==> config.mk <==
export PLATFORM = sky130hd
export DESIGN_NAME = sprite_anim_ctrl
export DESIGN_NICKNAME = d
export VERILOG_FILES = /design/src/rtl/sprite_anim_ctrl.sv
export SDC_FILE = /design/constraint.sdc
export NUM_CORES = 1
export LEC_CHECK = 0
export ABC_CLOCK_PERIOD_IN_PS = 7840
export BUFFER_PORTS_ARGS = -buffer_cell sky130_fd_sc_hd__buf_2
export CAP_MARGIN = 0
export CORE_UTILIZATION = 37
export CTS_CLUSTER_DIAMETER = 80
export DETAILED_ROUTE_END_ITERATION = 12
export PLACE_DENSITY = 0.65
export SYNTH_ARGS = -nofsm -noshare
export SYNTH_HDL_FRONTEND = slang
export SYNTH_SLANG_ARGS = --single-unit
==> constraint.sdc <==
create_clock -name vga_clk -period 7.84 [get_ports vga_clk]
set_input_delay 1.568 -clock vga_clk [delete_from_list [all_inputs] [get_ports vga_clk]]
set_output_delay 1.568 -clock vga_clk [all_outputs]
set_load 0.02 [all_outputs]
==> src/rtl/sprite_anim_ctrl.sv <==
// Sprite animation sequencer (idle loop, one-shot attack, cooldown) and per-pixel
// ROM address / in-box flag generator for a sprite on the 640x480 raster.
module sprite_anim_ctrl #(
    parameter int SPR_W       = 54,
    parameter int SPR_H       = 160,
    parameter int ADDR_W      = 14,
    parameter int IDLE_FRAMES = 2,
    parameter int ATK_FRAMES  = 4,
    parameter int HOLD_VSYNC  = 8,
    parameter int COOL_VSYNC  = 16
) (
    input  logic              vga_clk,
    input  logic              reset_n,
    input  logic [9:0]        DrawX,
    input  logic [9:0]        DrawY,
    input  logic              vsync_start,
    input  logic [9:0]        pos_x,
    input  logic [9:0]        pos_y,
    input  logic              attack_req,
    output logic [1:0]        anim_state,
    output logic [2:0]        frame_idx,
    output logic [ADDR_W-1:0] rom_address,
    output logic              sprite_on,
    output logic              busy
);
    localparam int HW = (HOLD_VSYNC > 1) ? $clog2(HOLD_VSYNC) : 1;
    localparam int CW = (COOL_VSYNC > 1) ? $clog2(COOL_VSYNC) : 1;
    localparam logic [HW-1:0] HOLD_LAST = HW'(HOLD_VSYNC - 1);
    localparam logic [CW-1:0] COOL_LAST = CW'(COOL_VSYNC - 1);
    localparam logic [2:0]    IDLE_LAST = 3'(IDLE_FRAMES - 1);
    localparam logic [2:0]    ATK_LAST  = 3'(ATK_FRAMES - 1);

    typedef enum logic [1:0] {
        S_IDLE   = 2'd0,
        S_ATTACK = 2'd1,
        S_COOL   = 2'd2,
        S_BAD    = 2'd3
    } state_t;

    state_t         state, state_nxt;
    logic [2:0]     frame_nxt;
    logic [HW-1:0]  hold, hold_nxt;
    logic [CW-1:0]  cool, cool_nxt;
    logic           pending, pending_nxt;
    logic [9:0]     px, py;

    // ---------------- pixel path ----------------
    // 11-bit compare so px+SPR_W past 639 clips instead of wrapping
    logic [10:0]       x11, y11, px11, py11;
    logic              in_box;
    logic [ADDR_W-1:0] dx, dy, addr_c;

    assign x11  = {1'b0, DrawX};
    assign y11  = {1'b0, DrawY};
    assign px11 = {1'b0, px};
    assign py11 = {1'b0, py};
    assign in_box = (x11 >= px11) && (x11 < px11 + 11'(SPR_W)) &&
                    (y11 >= py11) && (y11 < py11 + 11'(SPR_H));
    assign dx     = ADDR_W'(DrawX) - ADDR_W'(px);
    assign dy     = ADDR_W'(DrawY) - ADDR_W'(py);
    assign addr_c = dy * ADDR_W'(SPR_W) + dx;

    always_ff @(posedge vga_clk or negedge reset_n) begin
        if (!reset_n) begin
            px          <= '0;
            py          <= '0;
            rom_address <= '0;
            sprite_on   <= 1'b0;
        end else begin
            if (vsync_start) begin
                px <= pos_x;
                py <= pos_y;
            end
            sprite_on   <= in_box;
            rom_address <= in_box ? addr_c : '0;
        end
    end

    // ---------------- animation FSM ----------------
    always_ff @(posedge vga_clk or negedge reset_n) begin
        if (!reset_n) begin
            state     <= S_IDLE;
            frame_idx <= '0;
            hold      <= '0;
            cool      <= '0;
            pending   <= 1'b0;
            busy      <= 1'b0;
        end else begin
            state     <= state_nxt;
            frame_idx <= frame_nxt;
            hold      <= hold_nxt;
            cool      <= cool_nxt;
            pending   <= pending_nxt;
            busy      <= (state_nxt == S_ATTACK) || (state_nxt == S_COOL);
        end
    end

    always_comb begin
        state_nxt   = state;
        frame_nxt   = frame_idx;
        hold_nxt    = hold;
        cool_nxt    = cool;
        pending_nxt = pending;
        if (state == S_IDLE && attack_req)
            pending_nxt = 1'b1;
        case (state)
            S_IDLE: if (vsync_start) begin
                // a request latched earlier wins; one arriving now waits a frame
                if (pending) begin
                    state_nxt   = S_ATTACK;
                    frame_nxt   = '0;
                    hold_nxt    = '0;
                    pending_nxt = 1'b0;
                end else if (hold == HOLD_LAST) begin
                    hold_nxt  = '0;
                    frame_nxt = (frame_idx == IDLE_LAST) ? 3'd0 : frame_idx + 3'd1;
                end else begin
                    hold_nxt = hold + HW'(1);
                end
            end
            S_ATTACK: if (vsync_start) begin
                if (hold == HOLD_LAST) begin
                    hold_nxt = '0;
                    if (frame_idx == ATK_LAST) begin
                        state_nxt = S_COOL;
                        cool_nxt  = '0;
                        frame_nxt = '0;
                    end else begin
                        frame_nxt = frame_idx + 3'd1;
                    end
                end else begin
                    hold_nxt = hold + HW'(1);
                end
            end
            S_COOL: if (vsync_start) begin
                if (cool == COOL_LAST) begin
                    state_nxt = S_IDLE;
                    frame_nxt = '0;
                    hold_nxt  = '0;
                end else begin
                    cool_nxt = cool + CW'(1);
                end
            end
            default: begin
                state_nxt   = S_IDLE;
                frame_nxt   = '0;
                hold_nxt    = '0;
                cool_nxt    = '0;
                pending_nxt = 1'b0;
            end
        endcase
    end

    assign anim_state = state;
endmodule

==> metrics.log, run 1 <==
INFO  metric totalWireLength = 10800 um
INFO  metric synthArstFlopShare = 100%
INFO  metric post_drt_wl_per_cell = 13.5 um
INFO  metric clockRootBuffer = sky130_fd_sc_hd__clkbuf_16
INFO  metric grt_antenna_before_repair = 1
INFO  metric top_layer = met4
INFO  metric ys_top_cells_by_count = 83 x sky130_fd_sc_hd__ha_1, 80 x sky130_fd_sc_hd__inv_1, 49 x sky130_fd_sc_hd__dfrtp_1
INFO  metric cts_setup_buffers = 0
INFO  metric grt_overflow_total = 0
INFO  metric ws_path_type = in -> reg
INFO  metric synthCells = 564
INFO  metric start_kind = input pin
INFO  metric mappedNetlistNets = 707
INFO  metric hold-worst-slack = 0.513 ns
INFO  metric clock_insertion_delay_worst_skew = 0.30 ns
INFO  metric fin_setup_tns = 0 ns
INFO  metric global_route_wire_length_before_repair = 18600 um
INFO  metric die_y = 118 um
INFO  metric ys.warnings.count = 0
INFO  metric proportion_of_layout_cells_with_a_drive_suffix_above_1 = 13.9%
INFO  metric clock-skew-final = 0.0146 ns
INFO  metric cts_hold_repair.buffers = 0
INFO  metric initialDrtViolationCount = 166
INFO  metric fill_cells = 1336
INFO  metric io-pin-count = 65
INFO  metric crit_fanout = 5
INFO  metric initial_utilization = 37.8%
INFO  metric max_slew.worst_pin.slew = 0.722 ns
INFO  metric nNetsFinal = 771
INFO  metric avgSynthCellArea = 8.85 um^2
INFO  metric post_synth_edffs = 0
INFO  metric stdcell_area = 0.00564 mm^2
INFO  metric detailed_route_via_count = 4036
INFO  metric num_antenna_cells = 0
INFO  metric drt-met1-wl = 5070 um
INFO  metric setup_viol_count_final = 0
INFO  metric synth_seq_area_share = 24.6%
INFO  metric hold_viol_final = 0
INFO  metric die_area = 0.0140 mm^2
INFO  metric cts_sinks = 49
INFO  metric cts-buffers-inserted = 5
INFO  metric wl_met2 = 5180 um
INFO  metric timing_max_transition_violations_final = 0
INFO  metric areaGrowthSynthToFinish = 13.0%
INFO  metric detail-route-antenna-nets = 0
INFO  metric routed_vias_inst = 5.02
INFO  metric outcome = finished clean
INFO  metric grt_setup_unrepaired = no
INFO  metric max_clock_freq = 0.152 GHz
INFO  metric met3WireLength = 404 um
INFO  metric hpwlAfterDp = 8940 um
INFO  metric gpl_wtd_cong = 0.849
INFO  metric grt_max_degree = 50
INFO  metric critPathArrivalTime = 6.74 ns
INFO  metric first_global_vias = 4104
INFO  metric synthDistinctLibCells = 54
INFO  metric synth_top_area_share = 24.6%
INFO  metric design.core.area = 0.0132 mm^2
INFO  metric remaining_drc_errors = 0
INFO  metric cts_max_path_buffers = 2
INFO  metric syn_area = 0.00499 mm^2
INFO  metric fp.dieW = 118 um
INFO  metric yosys_top_cell_by_area = sky130_fd_sc_hd__dfrtp_1
INFO  metric synthFlopType = sky130_fd_sc_hd__dfrtp_1
INFO  metric crit_path_end_kind = register
INFO  metric synth_seq_cells = 49
INFO  metric placed_cells_incl_taps = 797
INFO  metric max_slew_margin = 51.9%
INFO  metric final_period_minus_worst_setup_slack = 6.59 ns
INFO  metric synth_most_common_cell = sky130_fd_sc_hd__ha_1
INFO  metric placement.cell_area = 0.00550 mm^2
INFO  metric cts.clk_slew.worst_paths = 0.07 ns
INFO  metric cts_tree = built
INFO  metric placementRows = 42
INFO  metric cap_viol_max_count = 0
INFO  metric timing.final.crit_share = 84.1%
INFO  metric class_of_the_tightest_hold_or_removal_check = reg -> reg
INFO  metric io_buffer_count = 64
INFO  metric globalRouteTotalUtil = 16.5%
INFO  metric dr.pass1.iters = 5
INFO  metric instances_no_fill = 804
INFO  metric cts-resized-gates = 0
INFO  metric htreeDepth = 2
INFO  metric crit_required = 7.99 ns
INFO  metric ys_top_cells_by_area = sky130_fd_sc_hd__dfrtp_1 25%, sky130_fd_sc_hd__ha_1 21%, sky130_fd_sc_hd__fa_1 6.4%, sky130_fd_sc_hd__inv_1 6.0%, sky130_fd_sc_hd__xnor2_1 5.1%
[flip-flops by register name, indices dropped and copies added (netlist names)]
register     cells
sprite_on        1
rom_address     14
py              10
px              10
anim_state       2
hold             3
pending          1
busy             1
frame_idx        3
cool             4
[cells by family (layout without fill, tap and decap cells)]
logic type,after synthesis,count (layout),synth area share (%)
AND/OR/NAND/NOR,131,131,12.2
buffers and inverters,88,152,6.80
flip-flops,49,49,24.6
adder cells (fa/ha/maj),99,99,27.2
XOR/XNOR,51,51,9.65
AO/OA/AOI/OAI,142,142,18.6
multiplexers,4,4,0.903
[stage by stage]
step                setup WS (ns)  utilization [%]
finish                       1.25             42.7
detailed placement          0.907             41.7
floorplan                    1.58                -
global placement             1.17             41.7
CTS                          1.22             42.7
global route                0.688             42.7
[worst max-delay path: stages]
cell and delay (ns):
sky130_fd_sc_hd__buf_2 0.09, sky130_fd_sc_hd__inv_1 0.05, sky130_fd_sc_hd__ha_1 0.16, sky130_fd_sc_hd__inv_1 0.05, sky130_fd_sc_hd__fa_1 0.42, sky130_fd_sc_hd__a211oi_2 0.23
sky130_fd_sc_hd__nor2_2 0.10, sky130_fd_sc_hd__a21boi_0 0.24, sky130_fd_sc_hd__xor2_1 0.28, sky130_fd_sc_hd__inv_1 0.14, sky130_fd_sc_hd__fa_1 0.55, sky130_fd_sc_hd__inv_1 0.05
sky130_fd_sc_hd__fa_1 0.49, sky130_fd_sc_hd__inv_1 0.04, sky130_fd_sc_hd__ha_1 0.31, sky130_fd_sc_hd__o21ai_0 0.09, sky130_fd_sc_hd__a21oi_1 0.18, sky130_fd_sc_hd__nor2_1 0.08
sky130_fd_sc_hd__xnor2_1 0.13, sky130_fd_sc_hd__ha_1 0.36, sky130_fd_sc_hd__and2_1 0.17, sky130_fd_sc_hd__a31oi_1 0.16, sky130_fd_sc_hd__o21ai_0 0.15, sky130_fd_sc_hd__o41ai_1 0.37
sky130_fd_sc_hd__xor2_1 0.21, sky130_fd_sc_hd__nor2_1 0.05
[placed cells by master (no fill, tap or decap), types with 16 or more instances in the layout]
master                    synthesis  routed
sky130_fd_sc_hd__nor2_1          41      41
sky130_fd_sc_hd__fa_1            16      16
sky130_fd_sc_hd__xor2_1          19      19
sky130_fd_sc_hd__xnor2_1         29      29
sky130_fd_sc_hd__nand2_1         40      40
sky130_fd_sc_hd__ha_1            83      83
sky130_fd_sc_hd__buf_2            1      64
sky130_fd_sc_hd__inv_1           80      80
sky130_fd_sc_hd__a21o_1          17      17
sky130_fd_sc_hd__dfrtp_1         49      49
sky130_fd_sc_hd__o21ai_0         35      35
sky130_fd_sc_hd__a21oi_1         34      34
[routing by layer]
metal  GRT usage, %  up-vias
li1               -     2053
met2           28.6       79
met1           20.3     1887
met5              0        -
met3           3.33       17
met4           5.37        0
[area by class of cell]
cell class                      count  area (um^2)  area share [%]
Clock buffer                        5          125            2.22
Clock inverter                      2         13.8           0.244
Inverter                           80          300            5.33
Multi-Input combinational cell    427         3420            60.7
Sequential cell                    49         1230            21.7
Tap cell                          176          220            3.91
Timing Repair Buffer               65          328            5.81
[path summary, 6_finish.rpt]
| path | from | to | slack (ns) | cells past startpoint |
|---|---|---|---|---|
| min in group asynchronous | reset_n | py[0]$_DFFE_PN0P_ | 1.35 | 2 |
| worst min-delay path | py[0]$_DFFE_PN0P_ | py[0]$_DFFE_PN0P_ | 0.51 | 1 |
| worst max-delay path | DrawY[0] | rom_address[12]$_DFF_PN0_ | 1.25 | 26 |
| worst max register to register | py[0]$_DFFE_PN0P_ | rom_address[12]$_DFF_PN0_ | 2.31 | 24 |
| max in group asynchronous | reset_n | py[6]$_DFFE_PN0P_ | 6.04 | 2 |
| worst min register to register | py[0]$_DFFE_PN0P_ | py[0]$_DFFE_PN0P_ | 0.51 | 1 |
Power of run 1 is not shown: default switching activity piles up to over one toggle a cycle in this logic, so the estimate is an artifact.
==> run 2: changes to the inputs <==
- ABC_AREA: not set -> 1
- ABC_CLOCK_PERIOD_IN_PS: 7840 -> 5900
- PLACE_DENSITY: 0.65 -> 0.67
- clock period: 7.84 -> 5.9 ns (I/O delays scaled with it)
==> metrics.log, run 2 <==
INFO  metric synth_top_family_by_area = adder cells
INFO  metric muxShareOfSynthArea = 0%
INFO  metric cts_hold_repair.buffers = 0
INFO  metric cts.clk_slew.worst_paths = 0.07 ns
INFO  metric grt_overflow_total = 0
INFO  metric synthArstFlopShare = 100%
INFO  metric stdcell_area = 0.00624 mm^2
INFO  metric initial_utilization = 37.8%
INFO  metric first_global_vias = 4345
INFO  metric die_y = 121 um
INFO  metric htreeDepth = 2
INFO  metric yosys_top_cell_by_area = sky130_fd_sc_hd__dfrtp_1
INFO  metric max_clock_freq = 0.181 GHz
INFO  metric post_synth_and_or_nand_nor_area_fraction = 22.3%
INFO  metric cts_max_path_buffers = 2
INFO  metric timing.final.crit_share = 93.7%
INFO  metric most-common-layout-cells = 148 x sky130_fd_sc_hd__inv_1, 148 x sky130_fd_sc_hd__nand2_1, 81 x sky130_fd_sc_hd__ha_1
INFO  metric crit_path_end_kind = register
INFO  metric worst-r2r-cell-count = 28
INFO  metric cts_tree = built
INFO  metric dr.pass1.iters = 4
INFO  metric clock-skew-final = 0.00734 ns
INFO  metric ys_top_cells_by_count = 148 x sky130_fd_sc_hd__inv_1, 148 x sky130_fd_sc_hd__nand2_1, 83 x sky130_fd_sc_hd__ha_1
INFO  metric synth_compound_gate_area_share = 11.0%
INFO  metric routed_vias_inst = 4.63
INFO  metric detailed_route_via_count = 4547
INFO  metric grt_setup_unrepaired = no
INFO  metric hold_viol_final = 0
INFO  metric placementRows = 43
INFO  metric nNetsFinal = 945
INFO  metric avgSynthCellArea = 7.44 um^2
INFO  metric initialDrtViolationCount = 130
INFO  metric gpl_wtd_cong = 0.897
INFO  metric final_period_minus_worst_setup_slack = 5.53 ns
INFO  metric yosys.area_share.adder = 25.9%
INFO  metric setup_viol_count_final = 0
INFO  metric hpwlAfterDp = 9360 um
INFO  metric crit_required = 6.10 ns
INFO  metric placement.cell_area = 0.00599 mm^2
INFO  metric io-pin-count = 65
INFO  metric max_slew_margin = 57.8%
INFO  metric die_area = 0.0147 mm^2
INFO  metric globalRouteTotalUtil = 16.6%
INFO  metric post_synth_edffs = 0
INFO  metric class_of_the_tightest_hold_or_removal_check = reg -> reg
INFO  metric max_slew.worst_pin.slew = 0.633 ns
INFO  metric ys_top_cells_by_area = sky130_fd_sc_hd__dfrtp_1 23%, sky130_fd_sc_hd__ha_1 20%, sky130_fd_sc_hd__inv_1 11%, sky130_fd_sc_hd__nand2_1 11%, sky130_fd_sc_hd__fa_1 6.1%
INFO  metric mappedNetlistNets = 849
INFO  metric global_route_wire_length_before_repair = 19300 um
INFO  metric synth_seq_cells = 49
INFO  metric remaining_drc_errors = 0
INFO  metric post_drt_wl_per_cell = 11.5 um
INFO  metric synthCells = 706
INFO  metric synthFlopType = sky130_fd_sc_hd__dfrtp_1
INFO  metric detail-route-antenna-nets = 0
INFO  metric fin_setup_tns = 0 ns
INFO  metric synth_seq_area_share = 23.4%
INFO  metric top_register = rom_address
INFO  metric crit_fanout = 3
INFO  metric timing_max_transition_violations_final = 0
INFO  metric largest_register_ff_count = 14
INFO  metric synthDistinctLibCells = 41
INFO  metric io_buffer_count = 64
INFO  metric grt_antenna_before_repair = 0
INFO  metric ys.warnings.count = 0
INFO  metric grt_max_degree = 50
INFO  metric synth_top_area_share = 23.4%
INFO  metric critPathArrivalTime = 5.73 ns
INFO  metric cap_viol_max_count = 0
INFO  metric clock_insertion_delay_worst_skew = 0.31 ns
INFO  metric cts_setup_buffers = 0
INFO  metric leading_registers_by_flop_count = rom_address: 14 flops, px: 10 flops, py: 10 flops
INFO  metric proportion_of_layout_cells_with_a_drive_suffix_above_1 = 18.2%
INFO  metric design.core.area = 0.0139 mm^2
INFO  metric critPathSlowestCell = sky130_fd_sc_hd__fa_1
INFO  metric areaGrowthSynthToFinish = 18.9%
INFO  metric cts_sinks = 49
INFO  metric synthXorXnorAreaFrac = 6.17%
INFO  metric syn_area = 0.00525 mm^2
INFO  metric fp.dieW = 121 um
INFO  metric totalWireLength = 11300 um
INFO  metric clockRootBuffer = sky130_fd_sc_hd__clkbuf_16
INFO  metric start_kind = input pin
INFO  metric slowest_delay = 0.51 ns
INFO  metric outcome = finished clean
INFO  metric cts-buffers-inserted = 5
INFO  metric ws_path_type = in -> reg
INFO  metric num_antenna_cells = 0
INFO  metric whs_path_depth = 2
==> run 2: changes by cell type after synthesis, sizes merged, moves of 5 or more <==
cell    delta
a21o      -15
inv       +71
nand2    +119
nand3     +25
nor2b     -10
nor3      +12
o21bai     -5
xnor2     -18
xor2       +6
==> run 2: kinds of logic after synthesis <==
group	Yosys count
flip-flops	49
XOR/XNOR	37
AND/OR/NAND/NOR	264
AO/OA/AOI/OAI	101
adder cells (fa/ha/maj)	99
buffers and inverters	156
==> run 2: worst paths after layout <==
check / startpoint / end / slack [ns]
worst min register to register: py[0]$_DFFE_PN0P_ / py[0]$_DFFE_PN0P_ / 0.51
worst min-delay path: py[0]$_DFFE_PN0P_ / py[0]$_DFFE_PN0P_ / 0.51
max in group asynchronous: reset_n / cool[3]$_DFFE_PN0P_ / 4.49
min in group asynchronous: reset_n / sprite_on$_DFF_PN0_ / 0.95
worst max-delay path: DrawY[0] / rom_address[13]$_DFF_PN0_ / 0.37
worst max register to register: py[0]$_DFFE_PN0P_ / rom_address[13]$_DFF_PN0_ / 1.02
==> run 2: final cells by class <==
class	count	area, um^2
fill	1441	7640
multi-input combinational	501	3510
sequential	49	1230
inverter	151	567
timing repair buffer	94	546
tap	180	225
clock buffer	5	125
clock inverter	3	47.5
==> run 2: metal layers <==
metal,track usage (%),vias up,wire (um)
met5,0,-,0
met4,4.48,0,115
met3,3.10,8,397
met2,29.1,66,5420
met1,20.5,2039,5330
li1,-,2434,-
==> run 2: what timing repair did <==
item	in CTS	in global routing
endpoints found under the setup margin	0	4
gates resized for setup	0	13
endpoints found under the hold margin	0	0
==> run 2: worst max-delay path, delay by kind of cell <==
| family | cells | cell delay, ns |
|---|---|---|
| adders and majority gates | 7 | 2.48 |
| buffers and inverters | 7 | 0.48 |
| and+or+nand+nor | 10 | 0.68 |
| xor gates and xnor gates | 2 | 0.31 |
| AOI/OAI and AO/OA | 4 | 0.59 |
==> run 2: per-stage QoR <==
stage / setup WS [ns] / instances / utilization [%] / hold WS [ns]
after global placement: -0.0576 / 975 / 43.2 / 0.474
after floorplan: 0.166 / 706 / - / 0.446
final: 0.370 / 983 / 45.0 / 0.506
after detailed placement: -0.182 / 975 / 43.2 / 0.489
after global routing: 0.0409 / 983 / 45.0 / 0.516
after CTS: 0.158 / 983 / 44.4 / 0.507
Power of run 2 is left out for the same reason.
